$ cat src/rtl/dff_test_pkg.sv
// Shared definitions for the DFF scan-chain test path: state encodings for the
// PISO readout sequencer and the default frame geometry that the downstream
// error-capture stage also relies on.
package dff_test_pkg;

  // Default frame geometry (bits per chain, CLK cycles per shift half-period,
  // CLK cycles of parallel load).
  localparam int CHAIN_LEN_DEF   = 256;
  localparam int DIV_DEF         = 4;
  localparam int LOAD_CYCLES_DEF = 2;

  // 3-bit state encodings.
  localparam logic [2:0] S_IDLE = 3'd0;
  localparam logic [2:0] S_LOAD = 3'd1;
  localparam logic [2:0] S_LOW  = 3'd2;
  localparam logic [2:0] S_HIGH = 3'd3;
  localparam logic [2:0] S_SAVE = 3'd4;
  localparam logic [2:0] S_DONE = 3'd5;

  typedef enum logic [2:0] {
    ST_IDLE = S_IDLE,
    ST_LOAD = S_LOAD,
    ST_LOW  = S_LOW,
    ST_HIGH = S_HIGH,
    ST_SAVE = S_SAVE,
    ST_DONE = S_DONE
  } piso_state_t;

  // Larger of two integers; used to size counters shared by several phases.
  function automatic int max2(input int a, input int b);
    return (a > b) ? a : b;
  endfunction

endpackage

$ cat src/rtl/sync_edge_detect.sv
// Two-flop synchronizer for an asynchronous input followed by a registered
// rising-edge detector. The rise output is a one-cycle pulse three CLK cycles
// after the input goes high.
module sync_edge_detect (
  input  logic clk,
  input  logic rst,
  input  logic din,
  output logic rise
);

  logic sync_p0;
  logic sync_p1;
  logic prev_p2;

  // Synchronize din, remember the previous synchronized value, register the edge.
  always_ff @(posedge clk) begin
    if (rst) begin
      sync_p0 <= 1'b0;
      sync_p1 <= 1'b0;
      prev_p2 <= 1'b0;
      rise    <= 1'b0;
    end else begin
      sync_p0 <= din;
      sync_p1 <= sync_p0;
      prev_p2 <= sync_p1;
      rise    <= sync_p1 & ~prev_p2;
    end
  end

endmodule

$ cat src/rtl/piso_readout_seq.sv
// PISO readout sequencer: on a start request it pulses the chip's parallel
// load, then toggles shift_clk once per bit, strobing each bit into the FPGA
// with its index, and ends each frame with a save pulse. Frames can repeat
// back-to-back in continuous mode; abort returns to idle at once.
module piso_readout_seq
  import dff_test_pkg::*;
#(
  parameter int CHAIN_LEN   = CHAIN_LEN_DEF,
  parameter int DIV         = DIV_DEF,
  parameter int LOAD_CYCLES = LOAD_CYCLES_DEF,
  parameter int IDX_W       = (CHAIN_LEN > 1) ? $clog2(CHAIN_LEN) : 1
) (
  input  logic             CLK,
  input  logic             RST,
  input  logic             start,
  input  logic             continuous,
  input  logic             abort,
  output logic             load,
  output logic             shift_clk,
  output logic             sample_strb,
  output logic [IDX_W-1:0] bit_idx,
  output logic             save_data,
  output logic             busy,
  output logic             done,
  output logic [15:0]      frame_cnt
);

  // Phase counter covers the longest timed state (a shift half-period or load).
  localparam int PH_W = $clog2(max2(DIV, LOAD_CYCLES) + 1);

  // Reload values: the counter counts down and the state ends when it reaches 0.
  localparam logic [PH_W-1:0]  DIV_LAST  = PH_W'(DIV - 1);
  localparam logic [PH_W-1:0]  LOAD_LAST = PH_W'(LOAD_CYCLES - 1);
  localparam logic [IDX_W-1:0] K_LAST    = IDX_W'(CHAIN_LEN - 1);

  logic start_rise;

  piso_state_t      state_q;
  piso_state_t      state_nxt;
  logic [PH_W-1:0]  phase_q;
  logic [PH_W-1:0]  phase_nxt;
  logic [IDX_W-1:0] k_q;
  logic [IDX_W-1:0] k_nxt;
  logic [15:0]      cnt_q;
  logic [15:0]      cnt_nxt;

  logic             load_nxt;
  logic             shift_nxt;
  logic             strb_nxt;
  logic [IDX_W-1:0] idx_nxt;
  logic             save_nxt;
  logic             busy_nxt;
  logic             done_nxt;

  sync_edge_detect u_start_sync (
    .clk  (CLK),
    .rst  (RST),
    .din  (start),
    .rise (start_rise)
  );

  assign frame_cnt = cnt_q;

  // Next state, phase counter, bit counter and frame counter; abort overrides all.
  always_comb begin
    state_nxt = state_q;
    phase_nxt = (phase_q != '0) ? phase_q - 1'b1 : '0;
    k_nxt     = k_q;
    cnt_nxt   = cnt_q;

    unique case (state_q)
      ST_IDLE: begin
        if (start_rise) begin
          state_nxt = ST_LOAD;
          phase_nxt = LOAD_LAST;
        end
      end
      ST_LOAD: begin
        if (phase_q == '0) begin
          state_nxt = ST_LOW;
          phase_nxt = DIV_LAST;
          k_nxt     = '0;
        end
      end
      ST_LOW: begin
        if (phase_q == '0) begin
          if (k_q < K_LAST) begin
            state_nxt = ST_HIGH;
            phase_nxt = DIV_LAST;
          end else begin
            // Frame counter moves together with the save pulse.
            state_nxt = ST_SAVE;
            phase_nxt = '0;
            cnt_nxt   = cnt_q + 16'd1;
          end
        end
      end
      ST_HIGH: begin
        if (phase_q == '0) begin
          state_nxt = ST_LOW;
          phase_nxt = DIV_LAST;
          k_nxt     = k_q + 1'b1;
        end
      end
      ST_SAVE: begin
        if (continuous) begin
          state_nxt = ST_LOAD;
          phase_nxt = LOAD_LAST;
        end else begin
          state_nxt = ST_DONE;
          phase_nxt = '0;
        end
      end
      ST_DONE: begin
        state_nxt = ST_IDLE;
        phase_nxt = '0;
        k_nxt     = '0;
      end
      default: begin
        state_nxt = ST_IDLE;
        phase_nxt = '0;
        k_nxt     = '0;
      end
    endcase

    // A started frame is dropped without save, done or count.
    if (abort && (state_q != ST_IDLE)) begin
      state_nxt = ST_IDLE;
      phase_nxt = '0;
      k_nxt     = '0;
      cnt_nxt   = cnt_q;
    end
  end

  // Output values for the upcoming cycle, decoded from the next state so every pin is a flop.
  always_comb begin
    load_nxt  = (state_nxt == ST_LOAD);
    shift_nxt = (state_nxt == ST_HIGH);
    strb_nxt  = (state_nxt == ST_LOW) && (phase_nxt == '0);
    idx_nxt   = ((state_nxt == ST_LOW) || (state_nxt == ST_HIGH)) ? k_nxt : '0;
    save_nxt  = (state_nxt == ST_SAVE);
    busy_nxt  = (state_nxt != ST_IDLE);
    done_nxt  = (state_nxt == ST_DONE);
  end

  // State, counters and registered outputs.
  always_ff @(posedge CLK) begin
    if (RST) begin
      state_q     <= ST_IDLE;
      phase_q     <= '0;
      k_q         <= '0;
      cnt_q       <= '0;
      load        <= 1'b0;
      shift_clk   <= 1'b0;
      sample_strb <= 1'b0;
      bit_idx     <= '0;
      save_data   <= 1'b0;
      busy        <= 1'b0;
      done        <= 1'b0;
    end else begin
      state_q     <= state_nxt;
      phase_q     <= phase_nxt;
      k_q         <= k_nxt;
      cnt_q       <= cnt_nxt;
      load        <= load_nxt;
      shift_clk   <= shift_nxt;
      sample_strb <= strb_nxt;
      bit_idx     <= idx_nxt;
      save_data   <= save_nxt;
      busy        <= busy_nxt;
      done        <= done_nxt;
    end
  end

endmodule

$ cat config.mk
export PLATFORM = sky130hd
export DESIGN_NAME = piso_readout_seq
export DESIGN_NICKNAME = d
export VERILOG_FILES = /design/src/rtl/dff_test_pkg.sv /design/src/rtl/sync_edge_detect.sv /design/src/rtl/piso_readout_seq.sv
export SDC_FILE = /design/constraint.sdc
export NUM_CORES = 1
export LEC_CHECK = 0
export CAP_MARGIN = 30
export CELL_PAD_IN_SITES_DETAIL_PLACEMENT = 2
export CELL_PAD_IN_SITES_GLOBAL_PLACEMENT = 2
export CORE_MARGIN = 3
export CORE_UTILIZATION = 25
export DETAILED_ROUTE_END_ITERATION = 10
export DONT_BUFFER_PORTS = 1
export HOLD_SLACK_MARGIN = 0.1
export PLACE_DENSITY_LB_ADDON = 0.05
export SLEW_MARGIN = 10
export SYNTH_ARGS = -nofsm -noshare
export SYNTH_HDL_FRONTEND = slang
export SYNTH_SLANG_ARGS = --single-unit
$ cat constraint.sdc
create_clock -name CLK -period 5.73 [get_ports CLK]
set_clock_uncertainty 0.15 [all_clocks]
set_input_delay 0.573 -clock CLK [delete_from_list [all_inputs] [get_ports CLK]]
set_output_delay 0.573 -clock CLK [all_outputs]
set_load 0.01 [all_outputs]
==> summary.txt, run 1 <==
Power
  • Cell Pwr Density: 245.8 nW/um^2
  • Peak supply drop: 0.08110 mV
  • Pleak: 0.0007989 uW

Setup path
  • CP endpoint kind: flop
  • Worst Path Max Fanout: 17
  • Worst Path Required: 5.82 ns
  • Data arrival, critical path: between 2 and 3 ns
  • CP Launch Type: flop
  • Critical path class: reg -> reg

Die
  • Core area: 8299 sq um
  • IO Count: 35
  • Num rows: 33
  • Die Wd: 99.11 um
  • Full die area: 9822 sq um
  • Initial Utilization: 26.11%
  • Die H: approximately 100 um

Layout
  • Area of the multi-input gates: 1131 sq um
  • Register Area: 960.9 sq um
  • Final nets: roughly 250
  • Layout cells sized above 1: 7.347%
  • # diodes: 0
  • Area grow syn2layout: 7.794%
  • Layout fillers: 956

Synth
  • Mapped Cells: 248
  • Synth Net Count: about 260
  • Top_reg_cell synth: dfxtp_1
  • Async SR Flop Fraction: 0%
  • Synthesized area: 2167 sq um
  • Register area share after synthesis: 44.34%
  • Synth Register Bits: 48
  • EDFF count, synth: 0
  • Synthesis Warnings: 0
  • Number of distinct library cells after synthesis: 43
  • Post-synthesis area per instance: a little under 9 sq um

GRT
  • First-pass GRT wire length: 10.10 mm
  • Pin count of the biggest net entering global routing: 31
  • Number of global-route vias before repair: 1871
  • GRT overflow: 0
  • Gr usage total: ~13%
  • Initial antenna violation count: 0

STA
  • Measured slew at the worst slew-check pin: 0.6804 ns
  • Fmax achieved: 400.2 MHz
  • Setup Viol. Count Final: 0
  • Slew HR: 54.58%
  • Count of final max-slew check failures: 0
  • Final hold vios: 0
  • Setup ws final: 3.231 ns
  • RSZ-0062 raised after global routing: false
  • Minimum clock period: approximately 2.5 ns
  • Final period util: 43.61%
  • WHS: 0.1827 ns
  • TNS Setup: 0 ns

Drt
  • Total Wirelength: 6.004 mm
  • Remaining DRCs: 0
  • 1st-iter DRT viols: between 60 and 70
  • Drt first pass iters: 4
  • Remaining antenna violation count after routing: 0
  • WL per Instance: 17.15 um
  • Via count: 1758
  • Via density: 5.023

Clock network
  • TritonCTS Buffers: 5
  • Clk buf depth: 2
  • Worst-Skew Late Latency: approximately 0.30 ns
  • Hold buffers post-CTS: 0
  • H-tree levels: 2
  • Clock slew at reported path FFs: about 0.09 ns
  • Clk root buf: clkbuf_8
  • Sink Count: 48
  • Post-cts sizing count: 0
  • CTS tree: yes
  • Setup Buffers After CTS: 0

Run status
  • Outcome: completed

Run
  • Max cap viols: 0

Placement
  • DP HPWL: around 4.2 mm
  • Dpl ws: around 3.2 ns
  • IO buf count: 0
  • RePlAce Congestion: slightly above 0.7

Hold path
  • Hold WC Path Type: in -> reg
-- registers in the layout (all words and copies together) (netlist names), 3 cells and up --
| signal | cells |
|---|---|
| frame_cnt | 16 |
| k_q | 8 |
| bit_idx | 8 |
| state_q | 3 |
| phase_q | 3 |
-- final cells by class --
cell class / count / share of cell area [%]
Multi-Input combinational cell: 183 / 48.42
Inverter: 6 / 0.9641
Clock buffer: 8 / 3.856
Sequential cell: 48 / 41.14
Tap cell: 105 / 5.624
-- worst max-delay path, cell delays in order, from the launching register on --
cell     delay (ns)
dfxtp_1        0.37
nor3_4         0.55
nand4_2        0.57
or4_1          0.66
a21oi_1        0.14
-- stage by stage --
stage / utilization [%] / cell area, sq um / cells / total power, uW
after floorplan: - / 2167 / 248 / 366.4
after global placement: 27.06 / 2246 / 342 / 370.0
after detailed placement: 27.06 / 2246 / 342 / 369.8
after CTS: 28.15 / 2336 / 350 / 590.6
after global routing: 28.15 / 2336 / 350 / 608.3
final: 28.15 / 2336 / 350 / 574.2
-- per-layer routing --
layer,share of wire [%],GRT usage (%),vias up
li1,-,-,866
met1,51,17.86,858
met2,44,19.99,28
met3,3.9,2.945,6
met4,0.93,3.466,0
met5,0,0,-
-- Yosys cell counts (2+ instances only) --
cell type / n / share of area (%)
and4_1: 6 / 2.4
nor2b_1: 10 / 2.9
a21o_1: 3 / 1.0
or3_1: 2 / 0.58
o31a_1: 3 / 1.2
ha_1: 3 / 1.7
nand2_1: 15 / 2.6
nand4_1: 3 / 0.87
dfxtp_1: 48 / 44
inv_2: 2 / 0.35
o21ai_0: 14 / 3.2
a21oi_1: 11 / 2.5
nor3_1: 4 / 0.92
nand3b_1: 2 / 0.69
buf_2: 6 / 1.4
a41oi_1: 2 / 0.81
nor4_1: 6 / 1.7
nor3_2: 6 / 2.8
inv_1: 4 / 0.69
o31ai_1: 3 / 1.0
clkbuf_1: 4 / 0.69
a311oi_1: 2 / 0.81
xor2_1: 2 / 0.81
nand3_1: 13 / 3.0
and3_1: 2 / 0.58
xnor2_1: 11 / 4.4
a31oi_1: 2 / 0.58
or4_1: 2 / 0.69
and2_1: 3 / 0.87
nor2_1: 38 / 6.6
nand2b_1: 4 / 1.2
-- where the power goes --
group	internal [uW]	switching, uW	leakage, uW
logic	7.30	14.6	0.000366
registers	336	3.59	0.000387
clock network	98.8	114	0.0000455
-- final timing paths --
path / slack [ns] / startpoint / depth (start not counted) / to
setup / recovery: 3.23 / phase_q[1] / 4 / frame_cnt[13]
hold / removal: 0.18 / RST / 1 / state_q[0]
setup reg to reg: 3.23 / phase_q[1] / 4 / frame_cnt[13]
hold reg to reg: 0.25 / u_start_sync.prev_p2 / 1 / u_start_sync.rise
-- kinds of logic (layout without fill, tap and decap cells) --
kind of cell	after synthesis	count (layout)	synth area share, %
xor+xnor	13	13	5.254
flops	48	48	44.34
compound gates	45	45	13.05
buf+inv	17	14	3.464
fa+ha+maj	3	3	1.732
simple gates	122	122	32.16
-- cells in the final DEF, fill, tap and decap left out, drive strengths merged, types with 3 or more instances in the layout --
| cell | count |
|---|---|
| dfxtp | 48 |
| nor2 | 38 |
| nand2 | 15 |
| o21ai | 15 |
| nand3 | 13 |
| a21oi | 11 |
| xnor2 | 11 |
| nor3 | 11 |
| nor2b | 10 |
| clkbuf | 8 |
| nor4 | 6 |
| and4 | 6 |
| inv | 6 |
| nand2b | 4 |
| nand4 | 4 |
| a21o | 3 |
| o31a | 3 |
| o31ai | 3 |
| and2 | 3 |
| ha | 3 |
(Power assumes the default switching activity.)
==> run 2, diff against run 1 <==
- clock period: 5.73 -> 2 ns (I/O delays scaled with it)
==> summary.txt, run 2 (synthesized netlist as in run 1, its figures left out) <==
Setup path
  • Data arrival, critical path: 2.01 ns
  • CP Launch Type: flop
  • Worst Path Required: ~2.1 ns
  • Worst Path Max Fanout: 4
  • CP endpoint kind: flop
  • Critical path class: reg -> reg

Clock network
  • Sink Count: between 40 and 50
  • Clk buf depth: 2
  • H-tree levels: 2
  • Worst-Skew Late Latency: 0.30 ns
  • CTS tree: yes
  • TritonCTS Buffers: 5
  • Clock slew at reported path FFs: approximately 0.09 ns
  • Clk root buf: clkbuf_8

STA
  • RSZ-0062 raised after global routing: true
  • Slew HR: 63.66%
  • TNS Setup: 0 ns
  • Fmax achieved: about 500 MHz
  • Minimum clock period: 1.957 ns
  • Setup Viol. Count Final: 0
  • Final period util: 97.83%
  • WHS: between 0.1 and 0.15 ns
  • Final hold vios: 0
  • Measured slew at the worst slew-check pin: 0.5434 ns
  • Count of final max-slew check failures: 0

Placement
  • Post-DP Area: about 2600 sq um
  • IO buf count: 0
  • DP HPWL: 5.029 mm
  • RePlAce Congestion: 0.7348
  • Placed Instances: 383

Die
  • Full die area: 9822 sq um
  • Initial Utilization: between 20% and 30%
  • Die H: 99.11 um
  • Core area: 8299 sq um
  • Num rows: 33
  • Die Wd: 99.11 um
  • IO Count: 35

Layout
  • Layout Cells excl Fill: between 400 and 500
  • Max reg flops: 16
  • Area grow syn2layout: 34.82%
  • Layout fillers: 955
  • Commonest cells after routing, fill and taps aside: buf_4 (46), dfxtp_1 (42), nor2_1 (35)
  • Fin area: ~3000 sq um
  • Layout cells sized above 1: between 30% and 40%
  • Leading cell type in the layout, fill and taps excluded: buf_4
  • Final nets: slightly above 300
  • # diodes: 0

Power
  • Peak supply drop: about 0.23 mV
  • Pleak: 0.001101 uW
  • Cell Pwr Density: 592.3 nW/um^2

Drt
  • Drt first pass iters: 4
  • Via count: 1970
  • Total Wirelength: just under 7 mm
  • Remaining antenna violation count after routing: 0
  • Remaining DRCs: 0
  • Via density: 4.864
  • WL per Instance: 16.98 um
  • 1st-iter DRT viols: 56

Run status
  • Outcome: completed

GRT
  • Initial antenna violation count: 0
  • Pin count of the biggest net entering global routing: 30
  • Number of global-route vias before repair: 2226
  • Gr usage total: 14.66%
  • First-pass GRT wire length: 11.60 mm
  • GRT overflow: 0

Hold path
  • Hold WC Path Type: in -> reg

Run
  • Max cap viols: 0
==> run 2: cell types whose count changed in the layout (fill, tap and decap cells not counted), moves of 3 or more <==
cell,delta
nor2b_1,-3
dfxtp_1,-6
dfxtp_2,+6
nor2_1,-3
buf_4,+46
nor2_2,+3
dlygate4sd3_1,+5
==> run 2: per-stage QoR <==
stage | worst slack, ns | power, uW | util [%]
5_1_grt | -0.08333 | 1816 | 35.20
4_1_cts | -0.0009011 | 1743 | 33.09
2_1_floorplan | 0.1967 | 1050 | -
3_3_place_gp | -0.1655 | 1083 | 30.77
3_5_place_dp | -0.1573 | 1082 | 30.77
6_report | 0.04330 | 1731 | 35.20
==> run 2: worst paths after layout <==
path	slack, ns	depth (start not counted)	endpoint	start
worst max-delay path	0.04	9	save_data	phase_q[1]
worst min-delay path	0.11	4	frame_cnt[13]	abort
worst max register to register	0.04	9	save_data	phase_q[1]
worst min register to register	0.25	1	u_start_sync.rise	u_start_sync.prev_p2
==> run 2: worst max-delay path, stage by stage (launching register included) <==
cell     delay [ns]
dfxtp_2        0.34
nor3_4         0.27
inv_2          0.10
buf_4          0.15
buf_4          0.14
nor3b_4        0.18
nor2b_4        0.19
o21ai_4        0.08
buf_6          0.15
nor2b_1        0.12
==> run 2: area by class of cell <==
type / count / area [sq um] / area share (%)
well taps: 105 / 131.4 / 4.497
flip-flops and latches: 48 / 968.4 / 33.15
repair buffers: 55 / 442.9 / 15.16
multi-input cells: 183 / 1264 / 43.25
clock buffers: 6 / 82.58 / 2.827
inverters: 6 / 22.52 / 0.7709
clock inverters: 2 / 10.01 / 0.3426
==> run 2: power breakdown <==
group	switching, uW	internal (uW)	leakage, uW
Sequential	6.25	964	0.000390
Clock	338	277	0.0000510
Combinational	77.4	68.6	0.000660
Total	421	1310	0.00110
==> run 2: repair_timing <==
action | CTS | global route
gates cloned | 0 | 1
hold buffers | 5 | 1
gates resized for setup | 7 | 30
pin swaps | 1 | 5
hold endpoints to repair | 32 | 3
setup endpoints to repair | 11 | 29
setup buffers | 1 | 6
==> run 2: per-layer routing <==
| layer | up-vias | track usage, % | part of all wire (%) |
|---|---|---|---|
| met3 | 5 | 2.945 | 3.3 |
| met5 | - | 0 | 0 |
| met2 | 27 | 25.36 | 49 |
| met4 | 0 | 3.466 | 0.97 |
| li1 | 980 | - | - |
| met1 | 958 | 18.75 | 47 |
